<file path="src/rtl/spi_arb_pkg.sv">
// Shared types and constants for the two-requester SPI bus arbiter.
package spi_arb_pkg;

  typedef enum logic [1:0] {
    IDLE      = 2'd0,
    GNT_FLASH = 2'd1,
    GNT_RAM   = 2'd2,
    GAP       = 2'd3
  } arb_state_t;

  localparam logic REQ_FLASH = 1'b0;
  localparam logic REQ_RAM   = 1'b1;

  localparam int unsigned GAP_CNT_W  = 8;
  localparam int unsigned HOLD_CNT_W = 16;

endpackage

</file>
<file path="src/rtl/spi_bus_arbiter_if.sv">
// Requester-side and physical-side signals of the shared SPI bus arbiter.
interface spi_bus_arbiter_if;

  logic flash_req,  ram_req;
  logic flash_gnt,  ram_gnt;
  logic flash_clk,  flash_cs_n, flash_mosi;
  logic ram_clk,    ram_cs_n,   ram_mosi;
  logic flash_miso, ram_miso;
  logic spi_clk,    spi_mosi;
  logic spi_cs_n_flash, spi_cs_n_ram;
  logic spi_miso;
  logic timeout_err;

  modport slave (
    input  flash_req, ram_req,
    input  flash_clk, flash_cs_n, flash_mosi,
    input  ram_clk, ram_cs_n, ram_mosi,
    input  spi_miso,
    output flash_gnt, ram_gnt,
    output flash_miso, ram_miso,
    output spi_clk, spi_mosi, spi_cs_n_flash, spi_cs_n_ram,
    output timeout_err
  );

  modport master (
    output flash_req, ram_req,
    output flash_clk, flash_cs_n, flash_mosi,
    output ram_clk, ram_cs_n, ram_mosi,
    output spi_miso,
    input  flash_gnt, ram_gnt,
    input  flash_miso, ram_miso,
    input  spi_clk, spi_mosi, spi_cs_n_flash, spi_cs_n_ram,
    input  timeout_err
  );

endinterface

</file>
<file path="src/rtl/spi_bus_arbiter.sv">
// Round-robin arbiter sharing one physical SPI bus between a flash and a RAM
// requester, with inter-grant gap, hold timeout and post-timeout lockout.
module spi_bus_arbiter
  import spi_arb_pkg::*;
#(
  parameter int unsigned GAP_CYCLES = 2,
  parameter int unsigned TIMEOUT    = 4096
) (
  input  logic               clk,
  input  logic               rst_n,
  spi_bus_arbiter_if.slave   bus
);

  localparam logic [GAP_CNT_W-1:0]  GAP_LOAD  = GAP_CNT_W'(GAP_CYCLES - 1);
  localparam logic [HOLD_CNT_W-1:0] HOLD_LAST = HOLD_CNT_W'(TIMEOUT - 1);
  localparam arb_state_t            REL_STATE = (GAP_CYCLES == 0) ? IDLE : GAP;

  arb_state_t            r_state;
  logic [GAP_CNT_W-1:0]  r_gap_cnt;
  logic [HOLD_CNT_W-1:0] r_hold_cnt;
  logic                  r_last;
  logic                  r_lock_flash, r_lock_ram;
  logic                  r_flash_gnt, r_ram_gnt;
  logic                  r_timeout_err;

  logic w_flash_ok, w_ram_ok, w_pick_ram;
  logic w_own_flash, w_own_ram, w_owner_req, w_hold_done;

  assign w_flash_ok  = bus.flash_req & ~r_lock_flash;
  assign w_ram_ok    = bus.ram_req   & ~r_lock_ram;
  // On contention the requester not granted last wins.
  assign w_pick_ram  = w_ram_ok & (~w_flash_ok | (r_last == REQ_FLASH));
  assign w_own_flash = (r_state == GNT_FLASH);
  assign w_own_ram   = (r_state == GNT_RAM);
  assign w_owner_req = w_own_flash ? bus.flash_req : bus.ram_req;
  assign w_hold_done = (r_hold_cnt == HOLD_LAST);

  always_ff @(posedge clk or negedge rst_n) begin
    if (!rst_n) begin
      r_state       <= IDLE;
      r_gap_cnt     <= '0;
      r_hold_cnt    <= '0;
      r_last        <= REQ_RAM;
      r_lock_flash  <= 1'b0;
      r_lock_ram    <= 1'b0;
      r_flash_gnt   <= 1'b0;
      r_ram_gnt     <= 1'b0;
      r_timeout_err <= 1'b0;
    end else begin
      r_timeout_err <= 1'b0;
      if (!bus.flash_req) r_lock_flash <= 1'b0;
      if (!bus.ram_req)   r_lock_ram   <= 1'b0;
      case (r_state)
        IDLE: begin
          if (w_flash_ok || w_ram_ok) begin
            r_hold_cnt <= '0;
            if (w_pick_ram) begin
              r_state   <= GNT_RAM;
              r_ram_gnt <= 1'b1;
              r_last    <= REQ_RAM;
            end else begin
              r_state     <= GNT_FLASH;
              r_flash_gnt <= 1'b1;
              r_last      <= REQ_FLASH;
            end
          end
        end
        GNT_FLASH, GNT_RAM: begin
          if (!w_owner_req || w_hold_done) begin
            r_state     <= REL_STATE;
            r_gap_cnt   <= GAP_LOAD;
            r_flash_gnt <= 1'b0;
            r_ram_gnt   <= 1'b0;
            // Still requesting at the hold limit: revoke and lock out.
            if (w_owner_req) begin
              r_timeout_err <= 1'b1;
              if (w_own_flash) r_lock_flash <= 1'b1;
              else             r_lock_ram   <= 1'b1;
            end
          end else begin
            r_hold_cnt <= r_hold_cnt + HOLD_CNT_W'(1);
          end
        end
        GAP: begin
          if (r_gap_cnt == '0) r_state   <= IDLE;
          else                 r_gap_cnt <= r_gap_cnt - GAP_CNT_W'(1);
        end
        default: r_state <= IDLE;
      endcase
    end
  end

  // Physical bus follows only the current owner; idle otherwise.
  assign bus.spi_clk        = (w_own_flash & bus.flash_clk)  | (w_own_ram & bus.ram_clk);
  assign bus.spi_mosi       = (w_own_flash & bus.flash_mosi) | (w_own_ram & bus.ram_mosi);
  assign bus.spi_cs_n_flash = ~w_own_flash | bus.flash_cs_n;
  assign bus.spi_cs_n_ram   = ~w_own_ram   | bus.ram_cs_n;
  assign bus.flash_miso     = w_own_flash & bus.spi_miso;
  assign bus.ram_miso       = w_own_ram   & bus.spi_miso;
  assign bus.flash_gnt      = r_flash_gnt;
  assign bus.ram_gnt        = r_ram_gnt;
  assign bus.timeout_err    = r_timeout_err;

endmodule

</file>
<file path="src/flat_wrapper.sv">
// flat-port wrapper written by rule: the top's interface ports become plain ports
module spi_bus_arbiter_flat import spi_arb_pkg::*;
#(
  parameter int unsigned GAP_CYCLES = 2,
  parameter int unsigned TIMEOUT    = 4096
)
  (clk, rst_n, bus_flash_req, bus_ram_req, bus_flash_clk, bus_flash_cs_n, bus_flash_mosi, bus_ram_clk, bus_ram_cs_n, bus_ram_mosi, bus_spi_miso, bus_flash_gnt, bus_ram_gnt, bus_flash_miso, bus_ram_miso, bus_spi_clk, bus_spi_mosi, bus_spi_cs_n_flash, bus_spi_cs_n_ram, bus_timeout_err);
  spi_bus_arbiter_if bus_i ();
  input  logic clk;
  input  logic rst_n;
  input wire logic [$bits(bus_i.flash_req)-1:0] bus_flash_req;
  input wire logic [$bits(bus_i.ram_req)-1:0] bus_ram_req;
  input wire logic [$bits(bus_i.flash_clk)-1:0] bus_flash_clk;
  input wire logic [$bits(bus_i.flash_cs_n)-1:0] bus_flash_cs_n;
  input wire logic [$bits(bus_i.flash_mosi)-1:0] bus_flash_mosi;
  input wire logic [$bits(bus_i.ram_clk)-1:0] bus_ram_clk;
  input wire logic [$bits(bus_i.ram_cs_n)-1:0] bus_ram_cs_n;
  input wire logic [$bits(bus_i.ram_mosi)-1:0] bus_ram_mosi;
  input wire logic [$bits(bus_i.spi_miso)-1:0] bus_spi_miso;
  output wire logic [$bits(bus_i.flash_gnt)-1:0] bus_flash_gnt;
  output wire logic [$bits(bus_i.ram_gnt)-1:0] bus_ram_gnt;
  output wire logic [$bits(bus_i.flash_miso)-1:0] bus_flash_miso;
  output wire logic [$bits(bus_i.ram_miso)-1:0] bus_ram_miso;
  output wire logic [$bits(bus_i.spi_clk)-1:0] bus_spi_clk;
  output wire logic [$bits(bus_i.spi_mosi)-1:0] bus_spi_mosi;
  output wire logic [$bits(bus_i.spi_cs_n_flash)-1:0] bus_spi_cs_n_flash;
  output wire logic [$bits(bus_i.spi_cs_n_ram)-1:0] bus_spi_cs_n_ram;
  output wire logic [$bits(bus_i.timeout_err)-1:0] bus_timeout_err;
  assign bus_i.flash_req = bus_flash_req;
  assign bus_i.ram_req = bus_ram_req;
  assign bus_i.flash_clk = bus_flash_clk;
  assign bus_i.flash_cs_n = bus_flash_cs_n;
  assign bus_i.flash_mosi = bus_flash_mosi;
  assign bus_i.ram_clk = bus_ram_clk;
  assign bus_i.ram_cs_n = bus_ram_cs_n;
  assign bus_i.ram_mosi = bus_ram_mosi;
  assign bus_i.spi_miso = bus_spi_miso;
  assign bus_flash_gnt = bus_i.flash_gnt;
  assign bus_ram_gnt = bus_i.ram_gnt;
  assign bus_flash_miso = bus_i.flash_miso;
  assign bus_ram_miso = bus_i.ram_miso;
  assign bus_spi_clk = bus_i.spi_clk;
  assign bus_spi_mosi = bus_i.spi_mosi;
  assign bus_spi_cs_n_flash = bus_i.spi_cs_n_flash;
  assign bus_spi_cs_n_ram = bus_i.spi_cs_n_ram;
  assign bus_timeout_err = bus_i.timeout_err;
  spi_bus_arbiter #(.GAP_CYCLES(GAP_CYCLES), .TIMEOUT(TIMEOUT)) u_core (.clk(clk), .rst_n(rst_n), .bus(bus_i));
endmodule
</file>
<file path="config.mk">
export PLATFORM = sky130hd
export DESIGN_NAME = spi_bus_arbiter_flat
export DESIGN_NICKNAME = d
export VERILOG_FILES = /design/src/rtl/spi_arb_pkg.sv /design/src/rtl/spi_bus_arbiter_if.sv /design/src/rtl/spi_bus_arbiter.sv /design/src/flat_wrapper.sv
export SDC_FILE = /design/constraint.sdc
export NUM_CORES = 1
export LEC_CHECK = 0
export CORE_AREA = 2 2 62 64
export DETAILED_ROUTE_END_ITERATION = 10
export DIE_AREA = 0 0 64 66
export PLACE_DENSITY = 0.9
export SLEW_MARGIN = 25
export SYNTH_ARGS = -nofsm -noshare
export SYNTH_HDL_FRONTEND = slang
export SYNTH_SLANG_ARGS = --single-unit
</file>
<file path="constraint.sdc">
create_clock -name clk -period 4 [get_ports clk]
set_clock_uncertainty 0.2 [all_clocks]
set_input_delay 0.8 -clock clk [delete_from_list [all_inputs] [get_ports clk]]
set_output_delay 0.8 -clock clk [all_outputs]
set_load 0.1 [all_outputs]
</file>
### After elaboration in Yosys (flattened, before gate mapping)

Index checks and enable logic that the tools add are counted.

* bitwise operators: 20
* add/subtract/negate cells: 2
* eq/ne operators: 11
* reductions and logical operators: 14
* muxes and demuxes: 33

Operators by type and width (number)
* 16-bit two-way mux: 2
* 16-bit one-hot mux with 2 select lines: 1
* 1-bit two-way mux: 20
* 16-bit by 1-bit adder with 16-bit output, second input constant: 1
* 16-bit by 12-bit == test with 1-bit output, second input constant: 1
* 8-bit two-way mux: 2
* 8-bit one-hot mux with 2 select lines: 1
* 1-bit bitwise AND: 9
* 3-bit AND reduction: 3
* 8-bit zero test: 1
* 2-bit two-way mux: 4
* 2-bit by 1-bit inequality test with 1-bit output, second input constant: 4
* 4-bit AND reduction: 2
* 8-bit by 1-bit subtractor with 8-bit output, second input constant: 1
* 2-bit inequality test, second input constant: 3
* 1-bit inverter: 6
* 2-bit one-hot mux with 3 select lines: 1
* 1-bit OR: 5
* 2-bit == test, second input constant: 2
* 1-bit one-hot mux with 2 select lines: 2
* 2-bit nonzero test: 2
* 2-bit by 1-bit == test with 1-bit output, second input constant: 1
* 2-bit zero test: 1
* 1-bit logical OR: 2
* other kinds (3): 3

* word-level logic and storage cells: 89
* output and inout bits: 9
* register bits: 32

### Logic depth before layout (Yosys ltp)

* depth in word-level cells: 8
* mapped depth: 9
* mapped depth without buffers: 7

### Worst setup path after synthesis

No wires, ideal clock.

* path type: input port to output port
* start point: input port bus_flash_cs_n
* end point: output port bus_spi_cs_n_flash
* data required time: 3000 ps
* cell stages on the path: 1
* arrival time: 1551 ps
* path slack: 1449 ps
* path buffers: 0
* path through: nand2b_1

* longest elaborated chain between the ends: 1

RTL lines
* start: declaration: RTL line flat_wrapper.sv:14 `input wire logic [$bits(bus_i.flash_cs_n)-1:0] bus_flash_cs_n;`
* 1-bit OR: RTL line spi_bus_arbiter.sv:96 `assign bus.spi_cs_n_flash = ~w_own_flash | bus.flash_cs_n;`
* end: declaration: RTL line flat_wrapper.sv:26 `output wire logic [$bits(bus_i.spi_cs_n_flash)-1:0] bus_spi_cs_n_flash;`

No other way between the ends.

### Final worst setup path

* start point: register u_core.r_ram_gnt (netlist: u_core.bus.ram_gnt)
* end point: output port bus_ram_gnt

RTL lines
* start: declaration: RTL line spi_bus_arbiter.sv:23 `logic r_flash_gnt, r_ram_gnt;`
* start signal: assignment: RTL line spi_bus_arbiter.sv:47 `r_ram_gnt <= 1'b0;`
* start signal: assignment: RTL line spi_bus_arbiter.sv:59 `r_ram_gnt <= 1'b1;`
* start signal: assignment: RTL line spi_bus_arbiter.sv:73 `r_ram_gnt <= 1'b0;`
* end: declaration: RTL line flat_wrapper.sv:21 `output wire logic [$bits(bus_i.ram_gnt)-1:0] bus_ram_gnt;`

No word-level cell between the ends.

==> results.json <==
{
  "synth-xor-area-share": 0,
  "cp.required_ps": 3000,
  "io_buffers": 19,
  "synth_top_family_by_area": "simple AND/OR/NAND/NOR gates",
  "drt_pass1_iterations": 6,
  "period_share": 0.712,
  "clock_latency_ps": 340,
  "h-tree-depth": 2,
  "timing.rr.start": "u_core.r_state[1]",
  "hold_viol_final": 0,
  "die_area_um2": 4220,
  "yosys.area.top_type": "dfrtp_1",
  "fin_util": 0.644,
  "clk_pin_slew_worst_paths_ps": 100,
  "muxShareOfSynthArea": 0.0420,
  "initialDrtViolationCount": 213,
  "cp_top_family": "buffers and inverters",
  "cts.repair.resized": 0,
  "setup_viol_count_final": 0,
  "path_class": "reg -> out",
  "max_slew.worst_pin.slew_ps": 967,
  "gp_congestion": 0.872,
  "dr_wl_met2_um": 2270,
  "cts_tree": "yes",
  "crit_start": "u_core.bus.ram_gnt",
  "r2r-end": "u_core.r_hold_cnt[11]",
  "cts_num_sinks": 32,
  "top_layer_used": "met4",
  "pwr_density_cell_nw_per_um2": 756,
  "relSlewSlack": 0.354,
  "post-cts-setup-buffers": 0,
  "ctsHoldBuffers": 0,
  "layout-drive-gt1-share": 0.101,
  "hp-class": "reg -> reg",
  "layout_commonest_cell": "dfrtp_1",
  "vias": 1922,
  "synthTopCellsByArea": "dfrtp_1 (38%), ha_1 (4.9%), nand3_1 (4.4%), nand2_1 (4.0%), o21ai_0 (3.9%)",
  "overflow": 0,
  "antenna_found_initial": 0,
  "cp_cell_sequence": "clkdlybuf4s50_1",
  "cts_root_buf": "clkbuf_4",
  "critPathMaxStageDelay_ps": 1130,
  "yosys.area.top_type_share": 0.377,
  "nNetsFinal": 266,
  "start_util": 0.579,
  "num_rows": 22,
  "rsz0062_at_grt": "no",
  "drv_cap": 0,
  "synthAdderAreaFrac": 0.0487,
  "seq_area_frac_synth": 0.390,
  "wl_met1_um": 2000,
  "dieHeight_um": 66,
  "clk_path_buf_depth": 2,
  "layout_common_cells": "dfrtp_1 (31), nand2_1 (22), nand3_1 (18), o21ai_0 (16), clkdlybuf4s50_1 (13)",
  "fmax_mhz": 351,
  "area_growth_pct": 11.1,
  "critPathCapture": "bus_ram_gnt",
  "wl_per_cell_um": 16.1,
  "synthCells": 226,
  "grt_usage": 0.241,
  "synth_nets": 245,
  "drcViolationCount": 0,
  "dp_hpwl_um": 3360,
  "slew_violations": 0,
  "drtAntennaViolNets": 0,
  "fill_cells": 291,
  "ir_worst_vdd_mv": 0.383,
  "p_leak_uw": 0.00102,
  "ys_seq_elements": 32,
  "wirelength_um": 4750,
  "crit_fanout": 2,
  "grt_pass1_wl_um": 7910,
  "cts_buffers": 5,
  "path_depth": 1,
  "synth.distinct_cells": 47,
  "grt_pass1_vias": 1787,
  "timing.setup.tns_ps": 0,
  "crit_arrival_ps": 1850,
  "worstSetupEndpointType": "output pin",
  "r2r_slack_ps": 1350,
  "reg2reg_depth": 7,
  "core_area_um2": 3550,
  "hold_ws_ps": 302,
  "die-width_um": 64,
  "routed_via_density": 6.52,
  "status": "finished clean",
  "slowest_stage": "clkdlybuf4s50_1",
  "synth_area_um2": 2060,
  "yosys.area_share.simple": 0.277,
  "start_kind": "register",
  "grt_max_degree": 33,
  "diodes": 0,
  "routed-wl-met3_um": 363,
  "syn_avg_cell_area_um2": 9.10,
  "synth_compound_area_frac": 0.186,
  "fin_crit_ps": 2850,
  "ios": 20,
  "yosys_warnings": 0,
  "critPathBufInv": 1
}
[synth_stat cells, drive strengths merged]
library cell	n
or4	4
dlygate4sd1	1
nor2	12
o31ai	3
o2bb2ai	1
dfstp	1
nor3b	2
nand2b	4
and4	2
o21a	2
o21ai	16
a31oi	7
a41o	1
and3	7
inv	9
nand3	18
o211ai	2
a21oi	9
nand4	5
mux2i	6
bufbuf	1
or3	2
dfrtp	31
and2	7
nor3	3
a31o	1
buf	4
o41ai	5
o21bai	1
a22o	4
nor4b	1
nand2	22
ha	8
o311ai	1
and4b	2
a211o	3
a311o	1
nor2b	4
clkbuf	3
nor4	8
mux2	2
[worst min path at each step]
stage	from	endpoint	slack, ps	cells past startpoint
2_1_floorplan	u_core.r_gap_cnt[5]	u_core.r_gap_cnt[5]	250	1
3_3_place_gp	u_core.r_lock_ram	u_core.r_lock_ram	270	1
3_5_place_dp	u_core.r_gap_cnt[5]	u_core.r_gap_cnt[5]	280	1
4_1_cts	u_core.r_gap_cnt[5]	u_core.r_gap_cnt[5]	300	1
5_1_grt	u_core.r_gap_cnt[5]	u_core.r_gap_cnt[5]	310	1
6_report	u_core.r_hold_cnt[15]	u_core.r_hold_cnt[15]	300	1
[layer usage]
metal  up-vias  GRT usage
met2        92      0.408
met3        17     0.0528
li1        895          -
met5         -          0
met1       918      0.288
met4         0      0.128
[area by class of cell]
type	instances	area [um2]	share of cell area
Clock inverter	1	5.00	0.00219
Sequential cell	32	802	0.351
Tap cell	48	60.1	0.0263
Multi-Input combinational cell	176	1140	0.498
Inverter	9	33.8	0.0148
Timing Repair Buffer	23	205	0.0898
Clock buffer	6	41.3	0.0181
[flip-flops by register name (all words and copies together), names as in the netlist]
name                    flops
u_core.bus.flash_gnt        1
u_core.bus.ram_gnt          1
u_core.bus.timeout_err      1
u_core.r_gap_cnt            8
u_core.r_hold_cnt          16
u_core.r_last               1
u_core.r_lock_flash         1
u_core.r_lock_ram           1
u_core.r_state              2
[through the flow]
step	instance area, um2	instances	setup slack (ps)	total power, uW
after global routing	2290	295	1100	1850
final	2290	295	1150	1730
after global placement	2240	288	1020	1510
after CTS	2290	295	1150	1720
after floorplan	2060	226	1450	1340
after detailed placement	2240	288	964	1540
[cells by family (layout without fill, tap and decap cells)]
kind of cell | count (synthesis) | after routing
and+or+nand+nor | 103 | 103
AOI/OAI and AO/OA | 57 | 57
DFF | 32 | 32
buffers and inverters | 18 | 39
adders and majority gates | 8 | 8
muxes | 8 | 8
[where the power goes]
group | leakage [uW] | total [uW] | switching [uW] | internal, uW
logic | 0.000569 | 1070 | 738 | 330
clock network | 0.0000281 | 174 | 109 | 64.6
registers | 0.000427 | 487 | 82.2 | 405
Power figures use the tool's default switching activity.
